--- src/rtl/inst_fetch_unit.sv ---
// Purpose: instruction-fetch stage; on fetch_start captures pc, runs one req/rsp transaction to imem and latches the word into ir.
// Latency: fetch_start @T -> req @T+1 -> rsp @T+2 -> fetch_done/ir valid @T+3 at best; busy covers T+1..T+3.
// Backpressure: imem_req_valid is held until imem_req_ready; imem_rsp_ready is held in WAIT until imem_rsp_valid.
// Ports: clk/rst_n; pc, fetch_start, flush from the control side; imem_req_* / imem_rsp_* toward instruction
//        memory; ir, ir_addr, fetch_done, fetch_fault, busy toward decode and the controller.
module inst_fetch_unit #(
    parameter int          ADDR_W   = 32,
    parameter int          DATA_W   = 32,
    parameter logic [31:0] RESET_IR = 32'h0000_0013
) (
    input  logic              clk,
    input  logic              rst_n,
    input  logic [ADDR_W-1:0] pc,
    input  logic              fetch_start,
    input  logic              flush,
    output logic              imem_req_valid,
    input  logic              imem_req_ready,
    output logic [ADDR_W-1:0] imem_addr,
    input  logic              imem_rsp_valid,
    output logic              imem_rsp_ready,
    input  logic [DATA_W-1:0] imem_rsp_data,
    output logic [DATA_W-1:0] ir,
    output logic [ADDR_W-1:0] ir_addr,
    output logic              fetch_done,
    output logic              fetch_fault,
    output logic              busy
);

    typedef enum logic [2:0] {
        IDLE  = 3'd0,
        REQ   = 3'd1,
        WAIT  = 3'd2,
        DONE  = 3'd3,
        FAULT = 3'd4
    } state_t;

    state_t            state;
    logic              flushed;
    logic [ADDR_W-1:0] addr_q;

    // The request address comes from the captured copy so it never follows pc mid-transaction.
    assign imem_addr = addr_q;

    // All outputs are flops written alongside the state so they change only on a clock edge.
    always_ff @(posedge clk or negedge rst_n) begin
        if (!rst_n) begin
            state          <= IDLE;
            flushed        <= 1'b0;
            addr_q         <= '0;
            ir             <= DATA_W'(RESET_IR);
            ir_addr        <= '0;
            imem_req_valid <= 1'b0;
            imem_rsp_ready <= 1'b0;
            fetch_done     <= 1'b0;
            fetch_fault    <= 1'b0;
            busy           <= 1'b0;
        end else begin
            fetch_done  <= 1'b0;
            fetch_fault <= 1'b0;
            case (state)
                IDLE: begin
                    // A flush in the same cycle as a start cancels the start.
                    if (fetch_start && !flush) begin
                        addr_q <= pc;
                        busy   <= 1'b1;
                        if (pc[1:0] != 2'b00) begin
                            state       <= FAULT;
                            fetch_fault <= 1'b1;
                        end else begin
                            state          <= REQ;
                            imem_req_valid <= 1'b1;
                        end
                    end
                end
                REQ: begin
                    // A flush here cannot withdraw the request; remember it and drop the response later.
                    if (flush) begin
                        flushed <= 1'b1;
                    end
                    if (imem_req_ready) begin
                        state          <= WAIT;
                        imem_req_valid <= 1'b0;
                        imem_rsp_ready <= 1'b1;
                    end
                end
                WAIT: begin
                    if (imem_rsp_valid) begin
                        imem_rsp_ready <= 1'b0;
                        // A flush arriving with the response still kills it.
                        if (flushed || flush) begin
                            flushed <= 1'b0;
                            busy    <= 1'b0;
                            state   <= IDLE;
                        end else begin
                            ir         <= imem_rsp_data;
                            ir_addr    <= addr_q;
                            fetch_done <= 1'b1;
                            state      <= DONE;
                        end
                    end else if (flush) begin
                        flushed <= 1'b1;
                    end
                end
                DONE: begin
                    // Result is already committed; a flush now has nothing left to cancel.
                    busy  <= 1'b0;
                    state <= IDLE;
                end
                FAULT: begin
                    ir_addr <= addr_q;
                    busy    <= 1'b0;
                    state   <= IDLE;
                end
                default: begin
                    flushed        <= 1'b0;
                    imem_req_valid <= 1'b0;
                    imem_rsp_ready <= 1'b0;
                    busy           <= 1'b0;
                    state          <= IDLE;
                end
            endcase
        end
    end

endmodule

--- config.mk ---
export PLATFORM = sky130hd
export DESIGN_NAME = inst_fetch_unit
export DESIGN_NICKNAME = d
export VERILOG_FILES = /design/src/rtl/inst_fetch_unit.sv
export SDC_FILE = /design/constraint.sdc
export NUM_CORES = 1
export LEC_CHECK = 0
export CORE_MARGIN = 4
export CORE_UTILIZATION = 43
export DETAILED_ROUTE_END_ITERATION = 8
export PLACE_DENSITY = 0.8
export SLEW_MARGIN = 25
export SYNTH_ARGS = -nofsm -noshare
export SYNTH_HDL_FRONTEND = slang
export SYNTH_SLANG_ARGS = --single-unit
--- constraint.sdc ---
create_clock -name clk -period 2.2 [get_ports clk]
set_input_delay 0.33 -clock clk [delete_from_list [all_inputs] [get_ports clk]]
set_output_delay 0.33 -clock clk [all_outputs]
set_load 0.05 [all_outputs]
## Word level (Yosys, flattened, before mapping)

Index checks and enable logic that the tools add are counted.

- Bitwise gates (word level): 4
- Equality and inequality tests: 11
- Multiplexer cells: 29
- Reductions and logical operators: 16

Operators with widths:

| cell | number |
|---|---|
| $mux 32 | 2 |
| $pmux 32 s2 | 1 |
| $mux 1 | 16 |
| $mux 3 | 4 |
| $ne 2x2->1 const B | 6 |
| $pmux 1 s3 | 4 |
| $reduce_and 3->1 | 4 |
| $pmux 3 s3 | 1 |
| $reduce_and 4->1 | 2 |
| $eq 3x2->1 const B | 2 |
| $reduce_or 3->1 | 2 |
| $not 1->1 | 4 |
| $reduce_and 2->1 | 2 |
| $reduce_bool 2->1 | 2 |
| $eq 3x1->1 const B | 1 |
| $eq 3x3->1 const B | 1 |
| $logic_not 3->1 | 1 |
| $ne 3x3->1 const B | 1 |
| $mux 2 | 1 |
| $logic_and 1x1->1 | 1 |
| $logic_not 1->1 | 1 |
| $logic_or 1x1->1 | 1 |

- Word-level logic and storage cells: 70
- Bits in registers: 105
- Input bits: 70
- Output and inout bits: 101

## Longest topological paths before layout

- Depth in word-level cells: 4
- Depth in mapped cells: 6
- Mapped depth without buffers: 4

## Worst setup path before layout

OpenSTA, ideal clock, no wires.

- Path kind: register to register
- From: register state[1]
- To: register ir_addr[10]
- Period minus slack after synthesis: 1.542 ns
- Library setup time: 0.125 ns
- Data arrival time: 1.417 ns
- Required time: 2.075 ns
- Buffers on the path: 2
- Setup slack: 0.658 ns
- Stages on the path, launching flop included: 6
- Cell sequence: dfrtp_1 > clkbuf_2 > nand2b_1 > a21oi_2 > buf_4 > mux2_2

- Longest elaborated chain between the ends: 3
- Elaborated cells on any way between the ends: 7
- Those cells by class: eq/ne: 4; mux: 1; reduce/logical: 2

Ends and longest elaborated chain:

| element | line | source |
|---|---|---|
| from (decl) | 37 | `state_t state;` |
| from (signal assigned) | 47 | `state <= IDLE;` |
| from (signal assigned) | 67 | `state <= FAULT;` |
| from (signal assigned) | 70 | `state <= REQ;` |
| $eq 3x2->1 / $eq 3x3->1 (equally long branches) | 60 | `case (state)` |
| $ne 2x2->1 (no line) / $reduce_bool 2->1 (equally long branches) | n/a |  |
| $reduce_and 3->1 (no line) | n/a |  |
| to (signal assigned) | 96 | `ir_addr <= addr_q;` |
| to (signal assigned) | 110 | `ir_addr <= addr_q;` |
| to (decl) | 23 | `output logic [ADDR_W-1:0] ir_addr,` |

Parallel ways exist; a longest one is shown, timed or not.
A chain may end at the register's enable or synchronous reset.

## Final worst setup path

- From: register ir[4]
- To: output ir[4]

RTL lines:

| element | line | source |
|---|---|---|
| from (decl) | 22 | `output logic [DATA_W-1:0] ir,` |
| from (signal assigned) | 50 | `ir <= DATA_W'(RESET_IR);` |
| from (signal assigned) | 95 | `ir <= imem_rsp_data;` |

No word-level cell between the ends.

==> reports/qor.csv <==
stage,metric,value,unit
timing,tightestPinTransition,587.4,ps
clock_tree,clock-root-buffer,clkbuf_8,
logic_synthesis,ys_async_sr_fraction,100.0,%
clock_tree,cts_max_level,3,
grt,grt_pass1_vias,3011,
worst_setup_path,critical_path.cell_chain,clkdlybuf4s50_1,
worst_setup_path,max_stage_delay,820,ps
worst_setup_path,critical_path_buf_inv_count,1,
timing,fin_crit_sh,93.02,%
power,p_int,5.713,mW
power,power_density,1712,nW/um2
placed_design,io_buffers,170,
logic_synthesis,ys_ff_latch,105,
drt,vias,2753,
drt,drt_iter0_markers,52,
die,die_y,106.5,um
die,start_util,44.76,%
min_path,hold_path_class,input port to asynchronous set/reset pin,
timing,fin_worst_skew,9.408,ps
timing,rsz0062_at_grt,no,
drt,firstDrtPassIters,4,
worst_setup_path,cp-end-kind,output port,
clock_tree,cts.clk_slew.worst_paths,110,ps
timing,max_freq,0.4886,GHz
cells_and_area,nets,503,
die,die_area,11350,um2
cells_and_area,multi_input_area,1455,um2
timing,whs,377.4,ps
placed_design,place_inst,550,
logic_synthesis,syn_nets,324,
logic_synthesis,synth_common_cells,"102 x dfrtp_1, 66 x mux2_2, 29 x mux2_4",
grt,grt_overflow_total,0,
cells_and_area,fillers,720,
power,clockPowerShare,11.2,%
power,seq_power_share,31.1,%
placed_design,gp_congestion,0.7741,
drt,via_per_inst,4.855,
power,swShare,46.96,%
drt,wl,9.661,mm
drt,avgRoutedWirePerCell,17.04,um
grt,grt_usage,17.45,%
job,cap_violations,0,
worst_setup_path,crit_family,buffers and inverters,
drt,ant_nets,0,
clock_tree,numClockSinks,105,
logic_synthesis,synth_area,4175,um2
logic_synthesis,ys_seq_area_share,63.02,%
clock_tree,insertion_delay,360,ps
worst_setup_path,arrival,1720,ps
die,coreArea,9328,um2
grt,grt_max_degree,47,
worst_setup_path,cp-startpoint,ir[4],
cells_and_area,drive_gt1_share,29.68,%
logic_synthesis,synth_edf_count,0,
clock_tree,numCtsBuffers,9,
timing,fin_crit,2047,ps
timing,slew_headroom,60.72,%
power,peakVddDrop,0.0009457,V
die,fp.dieW,106.5,um
logic_synthesis,syn_area_per_cell,16.44,um2
logic_synthesis,synth_cell_types,31,
status,status,completed,
cells_and_area,diodes,0,
logic_synthesis,synth_top_area_share,61.13,%
logic_synthesis,syn_inst,254,
timing,drv_slew,0,
power,cellLeakagePower,2.757,nW
timing,setup_viol,0,
timing,postLayoutSetupSlackWorst,153.5,ps
timing,fin_tns_setup,0,ps
logic_synthesis,yosys-top-cells-area,"dfrtp_1 61%, mux2_2 18%, mux2_4 10%",
worst_setup_path,r2r-start,state[2],
clock_tree,clockBufferDepth,2,
logic_synthesis,yosysMostFrequentCell,dfrtp_1,
worst_setup_path,criticalPathCategory,flop to output port,
logic_synthesis,yosysTopAreaCell,dfrtp_1,
worst_setup_path,crit_required,1870,ps
timing,final_hold_viol_count,0,
worst_setup_path,crit_path_max_fanout,2,
power,power,10.77,mW
die,ioPinCount,171,
worst_setup_path,cp_slowest_cell,clkdlybuf4s50_1,
placed_design,place_ws,200.7,ps
clock_tree,cts_tree,done,
drt,route.detailed.drc,0,
worst_setup_path,start_kind,flop,
logic_synthesis,synthFlopType,dfrtp_1,
placed_design,hpwl,7.226,mm
grt,antenna_found_initial,0,
power,p_switching,5.058,mW
cells_and_area,area_growth,50.64,%
logic_synthesis,yosysWarningCount,0,
cells_and_area,layout.cells.non_filler,567,
cells_and_area,regArea,2631,um2
die,row_count,35,
grt,grt_pass1_wl,15.65,mm
power,pwr-share-comb,57.7,%
layout make-up:
| type | count | area share (%) |
|---|---|---|
| clock inverter | 7 | 1.194 |
| multi-input combinational | 136 | 23.14 |
| sequential | 105 | 41.83 |
| inverter | 1 | 0.05968 |
| timing repair buffer | 180 | 29.24 |
| tap | 129 | 2.566 |
| clock buffer | 9 | 1.969 |
power by group through the flow:
stage                     logic (mW)  clock network (mW)  registers, mW
final                           6.21                1.20           3.35
after global routing            6.45                1.34           3.49
after CTS                       6.28                1.25           3.37
after detailed placement        6.26                   0           3.40
after global placement          6.19                   0           3.36
after floorplan                 1.15                   0           6.27
state kept, by name, summed over array words and instances (netlist names), 3 cells and up:
name,count
imem_addr,32
ir,32
ir_addr,32
state,3
cells by family after synthesis:
logic type,after synthesis,share of synthesized area [%]
AOI/OAI and AO/OA,14,2.128
buffers and inverters,13,2.307
DFF,105,63.02
muxes,96,28.50
and+or+nand+nor,26,4.046
stage by stage:
step	area [um2]	utilization, %
2_1_floorplan	4175	-
3_3_place_gp	6081	65.19
4_1_cts	6290	67.43
5_1_grt	6290	67.43
6_report	6290	67.43
3_5_place_dp	6081	65.19
timing repair:
item,in CTS,in global routing
resized for setup,0,0
hold buffers,1,0
setup buffers,0,0
endpoints found under the hold margin,17,0
metal layers:
layer	up-vias	GRT usage [%]	wire, um
met5	-	0	0
met4	0	4.292	91
li1	1248	-	-
met3	8	6.497	716
met1	1387	20.49	3793
met2	110	30.32	5060
cells in the final DEF, fill, tap and decap left out, types with 4 or more instances in the layout:
| cell | Yosys | final |
|---|---|---|
| buf_12 | 0 | 5 |
| buf_4 | 3 | 5 |
| clkbuf_8 | 0 | 9 |
| clkdlybuf4s50_1 | 0 | 169 |
| dfrtp_1 | 102 | 102 |
| inv_6 | 0 | 4 |
| mux2_2 | 66 | 66 |
| mux2_4 | 29 | 29 |
| nand2_1 | 4 | 4 |
| nand2b_1 | 5 | 5 |
| nor2_1 | 7 | 7 |
| o21ai_0 | 5 | 5 |
path summary, 6_finish.rpt:
kind,endpoint,slack [ps],cells past startpoint
min in group clk,ir_addr[11],500,1
worst min register to register,ir_addr[11],500,1
max in group asynchronous,ir[0],1110,3
worst min-delay path,imem_addr[27],380,2
worst max-delay path,ir[4],150,1
worst max register to register,ir_addr[15],370,5
Power figures use the tool's default switching activity.
